[config.mk]
export PLATFORM = sky130hd
export DESIGN_NAME = apb_vgachargen_fifo
export DESIGN_NICKNAME = d
export VERILOG_FILES = /design/src/rtl/apb_vgachargen_fifo.sv
export SDC_FILE = /design/constraint.sdc
export NUM_CORES = 1
export LEC_CHECK = 0
export CORE_ASPECT_RATIO = 0.5
export CORE_MARGIN = 4
export CORE_UTILIZATION = 35
export DETAILED_ROUTE_END_ITERATION = 7
export PLACE_DENSITY_LB_ADDON = 0.1
export SLEW_MARGIN = 20
export SYNTH_ARGS = -nofsm -noshare
export SYNTH_HDL_FRONTEND = slang
export SYNTH_SLANG_ARGS = --single-unit
[constraint.sdc]
create_clock -name clk_i -period 5.3 [get_ports clk_i]
set_input_delay 1.06 -clock clk_i [delete_from_list [all_inputs] [get_ports clk_i]]
set_output_delay 1.06 -clock clk_i [all_outputs]
set_load 0.1 [all_outputs]
[src/rtl/apb_vgachargen_fifo.sv]
`default_nettype none
// ============================================================================
//  Module      : apb_vgachargen_fifo
//  Description : APB slave for the VGA character generator. Character writes
//                are posted into a small FIFO and drained to the char-memory
//                write port over a valid/ready handshake. Also provides
//                CTRL / STATUS / WCOUNT registers, FIFO flush and APB wait
//                states while the FIFO is full.
//  Revision    : 1.0 - initial release
// ============================================================================
module apb_vgachargen_fifo #(
   parameter int APB_ADDR_WIDTH  = 13,
   parameter int APB_DATA_WIDTH  = 32,
   parameter int CHAR_ADDR_WIDTH = 12,
   parameter int CHAR_WIDTH      = 8,
   parameter int FIFO_DEPTH      = 4
) (
   input  logic                       clk_i,
   input  logic                       rstn_i,
   input  logic [APB_ADDR_WIDTH-1:0]  apb_paddr_i,
   input  logic [APB_DATA_WIDTH-1:0]  apb_pwdata_i,
   input  logic                       apb_pwrite_i,
   input  logic                       apb_psel_i,
   input  logic                       apb_penable_i,
   output logic [APB_DATA_WIDTH-1:0]  apb_prdata_o,
   output logic                       apb_pready_o,
   output logic                       apb_pslverr_o,
   output logic                       cw_valid_o,
   input  logic                       cw_ready_i,
   output logic [CHAR_ADDR_WIDTH-1:0] cw_addr_o,
   output logic [CHAR_WIDTH-1:0]      cw_char_o,
   output logic                       video_en_o
);

   localparam int PTR_W = $clog2(FIFO_DEPTH);
   localparam int LVL_W = PTR_W + 1;
   localparam int ENT_W = CHAR_ADDR_WIDTH + CHAR_WIDTH;

   localparam logic [7:0] OFF_CTRL   = 8'h00;
   localparam logic [7:0] OFF_STATUS = 8'h04;
   localparam logic [7:0] OFF_WCOUNT = 8'h08;

   // Registered state
   logic [ENT_W-1:0] mem_q [FIFO_DEPTH];
   logic [PTR_W-1:0] rd_ptr_q, rd_ptr_d;
   logic [PTR_W-1:0] wr_ptr_q, wr_ptr_d;
   logic [LVL_W-1:0] level_q, level_d;
   logic             video_en_q, video_en_d;
   logic [15:0]      wcount_q, wcount_d;

   // Decode and handshake terms
   logic                      access;
   logic                      char_sel;
   logic [7:0]                reg_off;
   logic                      reg_mapped;
   logic                      err;
   logic                      empty;
   logic                      full;
   logic                      done;
   logic                      push;
   logic                      pop;
   logic                      ctrl_wr;
   logic                      flush;
   logic                      wc_clr;
   logic [ENT_W-1:0]          head;
   logic [APB_DATA_WIDTH-1:0] rdata;
   logic                      unused_pwdata;

   // Only the low pwdata bits carry meaning; fold the rest into a sink.
   assign unused_pwdata = ^apb_pwdata_i;

   assign access   = apb_psel_i & apb_penable_i;
   assign char_sel = apb_paddr_i[APB_ADDR_WIDTH-1];
   assign reg_off  = apb_paddr_i[7:0];

   assign empty = (level_q == '0);
   // Full is taken from the registered level, so a pop in the stalled cycle
   // only releases the write on the following cycle.
   assign full  = (level_q == LVL_W'(FIFO_DEPTH));

   // Error classification for the current access.
   always_comb begin
      reg_mapped = (reg_off == OFF_CTRL) || (reg_off == OFF_STATUS) ||
                   (reg_off == OFF_WCOUNT);
      err = 1'b0;
      if (char_sel) begin
         err = ~apb_pwrite_i;
      end else begin
         err = ~reg_mapped | ((reg_off == OFF_STATUS) & apb_pwrite_i);
      end
   end

   assign apb_pready_o  = access & ~(char_sel & apb_pwrite_i & full);
   assign apb_pslverr_o = access & err;

   // A transfer takes effect only on the edge where it completes cleanly.
   assign done    = access & apb_pready_o & ~err;
   assign push    = done & char_sel & apb_pwrite_i;
   assign ctrl_wr = done & ~char_sel & apb_pwrite_i & (reg_off == OFF_CTRL);
   assign flush   = ctrl_wr & apb_pwdata_i[1];
   assign wc_clr  = done & ~char_sel & apb_pwrite_i & (reg_off == OFF_WCOUNT);
   assign pop     = ~empty & cw_ready_i;

   // Read data mux; zero outside a clean register read.
   always_comb begin
      rdata = '0;
      if (access && !err && !char_sel) begin
         case (reg_off)
            OFF_CTRL: begin
               rdata[0] = video_en_q;
            end
            OFF_STATUS: begin
               rdata[0]         = empty;
               rdata[1]         = full;
               rdata[8 +: LVL_W] = level_q;
            end
            OFF_WCOUNT: begin
               rdata[15:0] = wcount_q;
            end
            default: begin
               rdata = '0;
            end
         endcase
      end
   end

   assign apb_prdata_o = rdata;

   // Next-state for pointers, level, control bit and delivered counter.
   always_comb begin
      rd_ptr_d   = rd_ptr_q;
      wr_ptr_d   = wr_ptr_q;
      level_d    = level_q;
      video_en_d = video_en_q;
      wcount_d   = wcount_q;

      if (flush) begin
         rd_ptr_d = '0;
         wr_ptr_d = '0;
         level_d  = '0;
      end else begin
         if (push) begin
            wr_ptr_d = wr_ptr_q + PTR_W'(1);
         end
         if (pop) begin
            rd_ptr_d = rd_ptr_q + PTR_W'(1);
         end
         level_d = level_q + LVL_W'(push) - LVL_W'(pop);
      end

      if (ctrl_wr) begin
         video_en_d = apb_pwdata_i[0];
      end

      // A clear in the same cycle as a pop wins over the increment.
      if (wc_clr) begin
         wcount_d = '0;
      end else if (pop) begin
         wcount_d = wcount_q + 16'd1;
      end
   end

   // State registers with asynchronous active-low reset.
   always_ff @(posedge clk_i or negedge rstn_i) begin
      if (!rstn_i) begin
         rd_ptr_q   <= '0;
         wr_ptr_q   <= '0;
         level_q    <= '0;
         video_en_q <= 1'b0;
         wcount_q   <= '0;
      end else begin
         rd_ptr_q   <= rd_ptr_d;
         wr_ptr_q   <= wr_ptr_d;
         level_q    <= level_d;
         video_en_q <= video_en_d;
         wcount_q   <= wcount_d;
      end
   end

   // FIFO storage; a push never coincides with a flush (different targets).
   always_ff @(posedge clk_i or negedge rstn_i) begin
      if (!rstn_i) begin
         for (int i = 0; i < FIFO_DEPTH; i++) begin
            mem_q[i] <= '0;
         end
      end else if (push) begin
         mem_q[wr_ptr_q] <= {apb_paddr_i[CHAR_ADDR_WIDTH-1:0],
                             apb_pwdata_i[CHAR_WIDTH-1:0]};
      end
   end

   // Head entry is presented straight from storage, no write bypass.
   assign head       = mem_q[rd_ptr_q];
   assign cw_valid_o = ~empty;
   assign cw_addr_o  = head[ENT_W-1:CHAR_WIDTH];
   assign cw_char_o  = head[CHAR_WIDTH-1:0];
   assign video_en_o = video_en_q;

endmodule
`default_nettype wire

Word level (Yosys, flattened, before mapping)
Index checks and enable logic that the tools add are counted.
Word-level totals
  logic and storage cells: 77
  bits in writable memories: 0
  flip-flop bits (word level): 104
  bits in read-only memories: 0
  input bits: 51
  memories: 0
  bits in latches: 0
  output and inout port bits: 56
Operators by class
  shift operators: 0
  muxes and demuxes: 20
  $add $sub $neg: 5
  divide/modulo/power cells: 0
  reduce and logical (&&, ||, !) cells: 12
  magnitude comparators: 3
  equal/unequal tests: 3
  bitwise gates (word level): 25
  multipliers: 0
Operator list (count)
  80-bit bitwise mux: 1
  20-bit 2-to-1 mux: 3
  16-bit 2-to-1 mux: 3
  20-bit binary-select mux with 2-bit select: 1
  20-bit demux with 2-bit select: 1
  16-bit by 1-bit adder with 16-bit output (second input constant): 1
  1-bit bitwise AND: 16
  8-bit by 3-bit equality test with 1-bit output (second input constant): 1
  8-bit by 4-bit equality test with 1-bit output (second input constant): 1
  8-bit logical NOT: 1
  2-bit 2-to-1 mux: 4
  3-bit greater-or-equal comparator (second input constant): 2
  6-bit 2-to-1 mux: 1
  1-bit inverter: 6
  2-bit inverter with 3-bit output: 2
  3-bit case mux with 2 select lines: 1
  2-bit nonzero test: 3
  5-bit 2-to-1 mux: 1
  2-bit by 1-bit adder with 2-bit output (second input constant): 2
  3-bit by 1-bit adder with 3-bit output: 1
  3-bit equality test (second input constant): 1
  1-bit logical AND: 3
  3-bit logical NOT: 1
  3-bit by 1-bit < comparator with 1-bit output (second input constant): 1
  other kinds (8): 10

Longest topological paths before layout
Gate-level depths: netlist of the first run.
  depth in word-level cells: 13
  depth in mapped cells: 11
  depth with buffers taken out: 11

Worst setup path after synthesis of the first run
No wires, ideal clock.
  path kind: input -> output
  start: in apb_paddr_i[1]
  end: out apb_prdata_o[0]
  cell stages on the path: 3
  required time: 4.240 ns
  slack: 1.071 ns
  arrival time: 3.169 ns
  cell sequence: nor4_1 -> nand4_1 -> nor2b_1
Between the ends
  word-level cells in the longest chain between the ends: 10
Ends and longest elaborated chain
  start, declared: RTL line 20  | input logic [APB_ADDR_WIDTH-1:0] apb_paddr_i,
  8-bit by 3-bit equality test with 1-bit output or 8-bit logical NOT (tied branches): RTL line 83, 89, 108
  1-bit logical OR (2 in a row): RTL line 83  | reg_mapped = (reg_off == OFF_CTRL) || (reg_off == OFF_STATUS) ||
  1-bit inverter: RTL line 89  | err = ~reg_mapped | ((reg_off == OFF_STATUS) & apb_pwrite_i);
  1-bit OR: RTL line 89
  1-bit 2-to-1 mux: RTL line 86  | if (char_sel) begin
  1-bit logical NOT: RTL line 107  | if (access && !err && !char_sel) begin
  1-bit logical AND (2 in a row): RTL line 107
  16-bit 2-to-1 mux *: RTL line 107
  end, declared: RTL line 25  | output logic [APB_DATA_WIDTH-1:0] apb_prdata_o,
Mark *: on every way between the ends. The rest lies on a longest branch, timed or not.

Final worst setup path of the first run
  start: in apb_paddr_i[0]
  end: out apb_prdata_o[6]
Between the ends
  word-level cells in the longest chain between the ends: 10
Ends and longest elaborated chain (RTL line)
  8-bit by 3-bit equality test with 1-bit output or 8-bit logical NOT (tied branches): 83, 89
  1-bit logical OR (2 in a row): 83
  1-bit inverter: 89
  1-bit OR: 89
  1-bit 2-to-1 mux: 86
  1-bit logical NOT: 107
  1-bit logical AND (2 in a row): 107
  16-bit 2-to-1 mux *: 107
Marks and branches as above.

==> impl_results.md, run 1 <==
* Synth cell types at 37
* Routed vias at 3173
* Synth warnings at 0
* CTS max path bufs at 2
* Netlist Area Pre-Place at 5042 um2
* TNS Setup at 0 ns
* Static Leak at 2.707 nW
* Detailed Route Iter0 Violations at 126
* Clk_skew at 0.008506 ns
* First-pass GRT wire length at 18.32 mm
* CTS Buf Count at 9
* Ant. Diodes at 0
* WHS Endpoint: mem_q[36]
* Largest cells by area after synthesis: dfrtp_1, mux2_2, mux4_2
* Maximum fanout along the worst path at 11
* Buffer and inverter count on the worst path at 3
* Cts-stage hold buffer count at 0
* Status: finished clean
* Initial antenna violation count at 0
* Startpoint types: input port
* Final net count at 500
* H-tree depth at 3
* Gr usage total at 14.37%
* Most common cell after layout, fill and taps aside: dfrtp_1
* Min cycle time layout at 4.228 ns
* Share of cells above drive strength 1 at 33.18%
* Finish-stage setup viols at 0
* Largest net degree at the start of global routing at 58
* Hold Violations, Final at 0
* # DRC at 0
* Clk sinks at 104
* Cell taking the most area after synthesis: dfrtp_1
* Synthesized area per cell at 13.30 um2
* Hold Path Class: reg -> reg
* Antenna-violating nets left at 0
* Initial Util at 36.50%
* Worst setup startpoint: apb_paddr_i[0]
* Worst slew pin tran at 1.103 ns
* Reg-to-Reg Start: level_q[2]
* Relative slew slack at 26.30%
* WHS Path Cells at 1
* WP data arrival at 3.17 ns
* Hpwl dp at 7.552 mm
* Data required, critical path at 4.24 ns
* Synth Instances at 379
* Post-synth top area share at 51.61%
* Fillcell total at 1287
* WS Path Type: in -> out
* CTS root buf: clkbuf_16
* Die H at 92.87 um
* Post-synthesis register bit count at 104
* Core area at 13810 um2
* Placer Congestion at 0.7937
* Final Cycle Share at 79.77%
* Worst reg2reg endpoint: level_q[2]
* RSZ-0062 raised after global routing: false
* Worst-path clk slew at 0.07 ns
* Postcts setup bufs at 0
* Max_cap viols at 0
* CP endpoint kind: output pin
* Power per cell area at 660.2 nW/um2
* Die ar. at 16510 um2
* Die Wd at 177.7 um
* Worst skew pair latency at 0.35 ns
* Via density at 4.973
* Critical path cell sequence: clkdlybuf4s50_1, nor4_1, buf_4, and4_1, and2_1, buf_4
* Delay-heaviest family, CP: simple AND/OR/NAND/NOR gates
* Tot Pwr at 4.046 mW
* Number of iterations in the first detailed-routing pass at 5
* Max Transition Viols Final at 0
* Routed wire length at 11.14 mm
* Routed wire per std cell at 17.46 um
* Vias in the first global route at 3452
* FF-to-FF setup slack at 2.22 ns
* CP max-delay cell: clkdlybuf4s50_1
* Top cell by count, worst path: buf_4
* F_max at 0.2365 GHz
* Post_cts resized at 0
* CTS tree: yes
* # rows at 30
* Maximum vdd drop at 0.2743 mV
* PortBufs at 66
* R2R depth at 10
* Hold Crit Start: mem_q[36]
* Area grow syn2layout at 21.54%
* I/O pins at 107
* Most frequent cells in the layout: dfrtp_1, mux2_2, clkdlybuf4s50_1
* Overflow after GRT at 0
* Largest stage delay on the critical path at 0.51 ns
* Sequential area share after synthesis at 51.61%
[routing by layer]
layer  routed length [um]  track usage [%]  vias to the layer above
met2                 5223            23.26                       75
met1                 5270            19.18                     1619
met5                    0                0                        -
met3                  534            4.078                       12
met4                  110            3.601                        0
li1                     -                -                     1467
[synth_stat cells, drive strengths merged]
cell and count:
conb 1, clkinv 1, a21oi 6, dfrtp 104, nor2 20, mux2i 2
and4 2, or3 3, nor2b 5, xor2 6, fa 1, a22oi 4
inv 7, a31oi 2, nand2 16, nand3 5, mux4 20, mux2 81
nor3 5, ha 7, or4 4, and2 13, clkbuf 8, or2 1
xnor2 9, nand4 6, nor3b 2, o31ai 4, buf 26, nor4 4
o21ai 4
[through the flow]
step	setup WS, ns	utilization [%]	std cells	hold slack, ns	cell area, um2
2_1_floorplan	1.071	-	394	0.4739	5099
3_3_place_gp	1.090	41.96	622	0.4815	5796
3_5_place_dp	1.083	41.97	622	0.4879	5798
4_1_cts	1.049	44.31	638	0.5038	6121
5_1_grt	1.004	44.37	638	0.5081	6128
6_report	1.072	44.37	638	0.5026	6128
[power by group]
part | leakage [nW] | switching [mW] | internal, mW
Sequential | 1.35 | 0.231 | 1.10
Clock | 0.152 | 0.285 | 0.426
Combinational | 1.21 | 1.31 | 0.700
[final cells by class]
cell class,count,area [um2],area share [%]
Tap cell,192,240.2,3.920
Inverter,8,30.03,0.4900
Sequential cell,104,2603,42.47
Timing Repair Buffer,70,655.6,10.70
Clock inverter,5,80.08,1.307
Clock buffer,11,242.7,3.961
Multi-Input combinational cell,248,2277,37.16
[sequential cells by signal, summed over array words and instances (netlist names)]
register and flops:
mem_q 80, video_en_o 1, rd_ptr_q 2, wcount_q 16, level_q 3, wr_ptr_q 2
[worst register-to-register path, delay by kind of cell (launching register included)]
family | cells | cell delay, ns
AOI/OAI and AO/OA | 1 | 0.67
xor gates and xnor gates | 2 | 0.33
adders and majority gates | 3 | 0.89
buffers and inverters | 3 | 0.56
DFF | 1 | 0.45
and+or+nand+nor | 1 | 0.06
[worst max-delay path by stage]
stage	to	cells after the start
6_report	apb_prdata_o[6]	6
5_1_grt	apb_prdata_o[7]	6
4_1_cts	apb_prdata_o[4]	6
3_5_place_dp	apb_prdata_o[2]	6
3_3_place_gp	apb_prdata_o[4]	6
2_1_floorplan	apb_prdata_o[0]	3
[cell families (layout without fill, tap and decap cells)]
family,Yosys count,count (layout),synth area share (%)
buf+inv,42,94,4.541
xor+xnor,15,15,2.606
fa+ha+maj,8,8,2.134
other cells,1,16,0.07437
compound gates,20,20,2.531
simple gates,86,86,9.082
flops,104,104,51.61
mux,103,103,27.42
Power figures use the tool's default switching activity.
==> run 2: changes to the inputs <==
Clock period 5.3 ns to 3.57 ns, I/O delays scaled along.
==> run 2 against run 1 <==
Worst setup slack got worse by 0.85 ns. Highest routed layer unchanged. Clock-buffer cell count fell by 1. Critical path type unchanged. Via count grew 1.4%.
==> impl_results.md, run 2 (synthesis results as in run 1) <==
* Fillcell total at 1239
* DP Worst Slack at 0.1009 ns
* Number of iterations in the first detailed-routing pass at 4
* CTS tree: yes
* Critical path cell sequence: clkdlybuf4s50_1, nor4_1, buf_4, and4_2, and2_1, buf_12
* Placed cell area at 6138 um2
* CTS Buf Count at 9
* Share of cells above drive strength 1 at 38.95%
* Final hold slack at 0.3919 ns
* Worst slew pin tran at 0.9643 ns
* Data required, critical path at 2.86 ns
* # DRC at 0
* Sw frac at 44.66%
* Overflow after GRT at 0
* Die H at 92.87 um
* Finish-stage setup viols at 0
* Fin cells at 649
* Routed vias at 3219
* R2R depth at 10
* Top Registers: mem_q x80, wcount_q x16, level_q x3
* Largest register FFs at 80
* Max_cap viols at 0
* Min cycle time layout at 3.353 ns
* F_max at 0.2983 GHz
* Initial antenna violation count at 0
* Worst skew pair latency at 0.35 ns
* RSZ-0062 raised after global routing: false
* CP max-delay cell: clkdlybuf4s50_1
* Cts-stage hold buffer count at 0
* H-tree depth at 3
* Final Cycle Share at 93.91%
* CTS max path bufs at 2
* CP endpoint kind: output pin
* Clk_skew at 0.008598 ns
* Postcts setup bufs at 0
* Status: finished clean
* Power per cell area at 962.2 nW/um2
* Core area at 13810 um2
* Sequential cell area at 2603 um2
* Ant. Diodes at 0
* Max Transition Viols Final at 0
* Cell area after layout at 6474 um2
* Vias in the first global route at 3527
* Largest net degree at the start of global routing at 81
* P_int at 3.447 mW
* Static Leak at 2.873 nW
* Hold Path Class: in -> async
* Maximum vdd drop at 0.3952 mV
* Final net count at 511
* Initial Util at 36.50%
* Multi-input combinational cell area at 2268 um2
* Final worst slack at 0.2173 ns
* Clk sinks at 104
* Maximum fanout along the worst path at 11
* Startpoint types: input port
* Most common cell after layout, fill and taps aside: dfrtp_1
* Relative slew slack at 35.51%
* Routed wire length at 11.44 mm
* Antenna-violating nets left at 0
* Placed cells at 633
* Gr usage total at 14.59%
* WS Path Type: in -> out
* PortBufs at 66
* I/O pins at 107
* CTS root buf: clkbuf_16
* Area grow syn2layout at 28.39%
* Tot Pwr at 6.229 mW
* Die ar. at 16510 um2
* Switching power at 2.782 mW
* Largest stage delay on the critical path at 0.51 ns
* First-pass GRT wire length at 18.57 mm
* Placer Congestion at 0.8265
* Combinational group share of total power at 51.6%
* Most frequent cells in the layout: dfrtp_1, mux2_2, buf_4
* Worst-path clk slew at 0.07 ns
* Clock power share at 17.3%
* Via density at 4.960
* Routed wire per std cell at 17.62 um
* Detailed Route Iter0 Violations at 138
* Top reg by flops: mem_q
* TNS Setup at 0 ns
* Hpwl dp at 8.187 mm
* WP data arrival at 2.64 ns
* Sequential Power Share at 31.0%
* Post_cts resized at 0
* # rows at 30
* Die Wd at 177.7 um
* Hold Violations, Final at 0
* Final core occ at 46.87%
[run 2: changes by cell type in the layout (fill, tap and decap cells not counted), moves of 2 or more]
cell	change
clkinv_4	+2
clkinvlp_4	-2
clkdlybuf4s50_1	-21
nand2_2	-3
buf_4	+6
nand2_1	+3
buf_12	+25
[run 2: per-layer routing]
metal	global-route usage [%]	up-vias	wire [um]
met4	3.730	0	103
met3	3.915	10	524
met1	19.25	1660	5278
li1	-	1474	-
met5	0	-	0
met2	24.03	75	5532
[run 2: final cells by class]
| cell class | instances | share of cell area (%) |
|---|---|---|
| Clock buffer | 10 | 3.692 |
| Clock inverter | 6 | 1.411 |
| Inverter | 8 | 0.4639 |
| Multi-Input combinational cell | 248 | 35.04 |
| Sequential cell | 104 | 40.20 |
| Tap cell | 192 | 3.711 |
| Timing Repair Buffer | 81 | 15.48 |
[run 2: worst paths after layout]
path	start	to	slack (ns)
setup / recovery	apb_paddr_i[0]	apb_prdata_o[11]	0.22
hold / removal	rstn_i	wcount_q[11]	0.39
setup reg to reg	level_q[2]	level_q[2]	0.76
hold reg to reg	mem_q[10]	mem_q[10]	0.50
max in group asynchronous	rstn_i	mem_q[46]	2.48
min in group clk_i	mem_q[10]	mem_q[10]	0.50
[run 2: power by group through the flow]
| stage | Sequential, mW | Combinational (mW) | Clock, mW |
|---|---|---|---|
| 2_1_floorplan | 1.83 | 2.48 | 0 |
| 5_1_grt | 1.98 | 3.37 | 1.15 |
| 3_5_place_dp | 1.95 | 3.25 | 0 |
| 6_report | 1.93 | 3.22 | 1.08 |
| 3_3_place_gp | 1.90 | 3.19 | 0 |
| 4_1_cts | 1.94 | 3.26 | 1.11 |
[run 2: critical path: cells and delay by family]
family                 cells  cell delay, ns
and+or+nand+nor            3            1.01
buffers and inverters      3            0.91
==> run 3: changes to the inputs <==
Settings changed: CORE_UTILIZATION 35 to 40, PLACE_DENSITY set to 0.71, PLACE_DENSITY_LB_ADDON 0.1 to unset.
==> run 3 against run 2 <==
Die area is 12% lower. Non-clock buffer count rose by 1. Flip-flop and latch count unchanged. Sequential power hardly changed. Clock-buffer cell count grew 1. Combinational power decreased by 6.8%. Worst setup slack better by 0.057 ns. Largest power group unchanged.
==> impl_results.md, run 3 (synthesis results as in run 1) <==
* Share of cells above drive strength 1 at 38.65%
* CTS tree: yes
* # rows at 28
* Top reg by flops: mem_q
* P_int at 3.224 mW
* CTS max path bufs at 2
* Die Wd at 166.8 um
* Largest net degree at the start of global routing at 58
* Area grow syn2layout at 25.91%
* Most frequent cells in the layout: dfrtp_1, mux2_2, buf_4
* RSZ-0062 raised after global routing: false
* Overflow after GRT at 0
* Via density at 5.051
* # DRC at 0
* Sequential Power Share at 32.7%
* Maximum fanout along the worst path at 11
* Routed vias at 3147
* Postcts setup bufs at 0
* Largest register FFs at 80
* Worst-path clk slew at 0.07 ns
* Gr usage total at 15.05%
* Final worst slack at 0.2740 ns
* Combinational group share of total power at 50.6%
* Routed wire per std cell at 16.46 um
* Hold Violations, Final at 0
* Core area at 12050 um2
* CP max-delay cell: clkdlybuf4s50_1
* CTS root buf: clkbuf_16
* Top Registers: mem_q x80, wcount_q x16, level_q x3
* Static Leak at 2.842 nW
* Power per cell area at 934.0 nW/um2
* F_max at 0.3034 GHz
* PortBufs at 66
* Largest stage delay on the critical path at 0.51 ns
* Number of iterations in the first detailed-routing pass at 4
* Fin cells at 623
* Switching power at 2.706 mW
* Detailed Route Iter0 Violations at 150
* Most common cell after layout, fill and taps aside: dfrtp_1
* Antenna-violating nets left at 0
* Buffer and inverter count on the worst path at 3
* Die H at 87.39 um
* Vias in the first global route at 3365
* Maximum vdd drop at 0.4703 mV
* Startpoint types: input port
* Clock power share at 16.7%
* R2R depth at 10
* First-pass GRT wire length at 17.25 mm
* Clk sinks at 104
* Die ar. at 14570 um2
* Post_cts resized at 0
* CP endpoint kind: output pin
* Max_cap viols at 0
* Worst slew pin tran at 0.9763 ns
* Worst skew pair latency at 0.35 ns
* CTS Buf Count at 9
* Initial Util at 41.84%
* Relative slew slack at 34.71%
* Max Transition Viols Final at 0
* FF-to-FF setup slack at 0.84 ns
* WS Path Type: in -> out
* Final Cycle Share at 92.33%
* Hold Path Class: in -> async
* Placer Congestion at 0.7697
* WP data arrival at 2.58 ns
* Data required, critical path at 2.86 ns
* Levels on crit path at 6
* Final core occ at 52.68%
* Hpwl dp at 7.040 mm
* Placed cells at 607
* DP Worst Slack at 0.3048 ns
* Critical path cell sequence: clkdlybuf4s50_1, nor4_1, buf_4, and4_1, and2_1, buf_12
* H-tree depth at 3
* Cts-stage hold buffer count at 0
* Sw frac at 45.63%
* Status: finished clean
* Delay-heaviest family, CP: simple AND/OR/NAND/NOR gates
* I/O pins at 107
* Ant. Diodes at 0
* Clk_skew at 0.008434 ns
* Final net count at 512
* Initial antenna violation count at 0
* Min cycle time layout at 3.296 ns
* Finish-stage setup viols at 0
* TNS Setup at 0 ns
* Routed wire length at 10.25 mm
-- run 3: changes by cell type in the layout (fill, tap and decap cells not counted), sizes merged --
cell,previous run,this run
buf,55,56
bufinv,2,1
clkinvlp,0,1
inv,8,7
clkbuf,10,11
-- run 3: final timing paths --
path,endpoint,startpoint
max,apb_prdata_o[6],apb_paddr_i[0]
min,mem_q[51],rstn_i
max reg2reg,level_q[2],level_q[2]
min reg2reg,mem_q[31],mem_q[31]
max in group asynchronous,mem_q[67],rstn_i
min in group clk_i,mem_q[31],mem_q[31]
-- run 3: stage by stage --
step / instance area (um2) / power, mW / hold slack, ns
6_report: 6349 / 5.930 / 0.4529
2_1_floorplan: 5099 / 4.309 / 0.4184
3_3_place_gp: 6050 / 4.925 / 0.4825
3_5_place_dp: 6050 / 4.979 / 0.4874
5_1_grt: 6349 / 6.223 / 0.5024
4_1_cts: 6349 / 5.984 / 0.4626
-- run 3: power by group through the flow --
stage / Sequential [mW] / Clock (mW) / Combinational (mW)
after floorplan: 1.83 / 0 / 2.48
after global placement: 1.94 / 0 / 2.99
after detailed placement: 1.96 / 0 / 3.02
after CTS: 1.94 / 1.02 / 3.03
after global routing: 2.00 / 1.07 / 3.15
final: 1.94 / 0.992 / 3.00
-- run 3: layout make-up --
cell class	count	area [um2]
fillers	1020	5703
flip-flops and latches	104	2603
multi-input cells	248	2267
repair buffers	82	943.4
clock buffers	11	242.7
well taps	165	206.4
clock inverters	5	56.30
inverters	8	30.03
-- run 3: metal layers --
metal | up-vias | global-route usage [%] | routed length (um)
met5 | - | 0 | 0
met4 | 0 | 3.712 | 91
met3 | 6 | 5.032 | 414
met2 | 57 | 24.94 | 4930
met1 | 1604 | 19.41 | 4816
li1 | 1480 | - | -
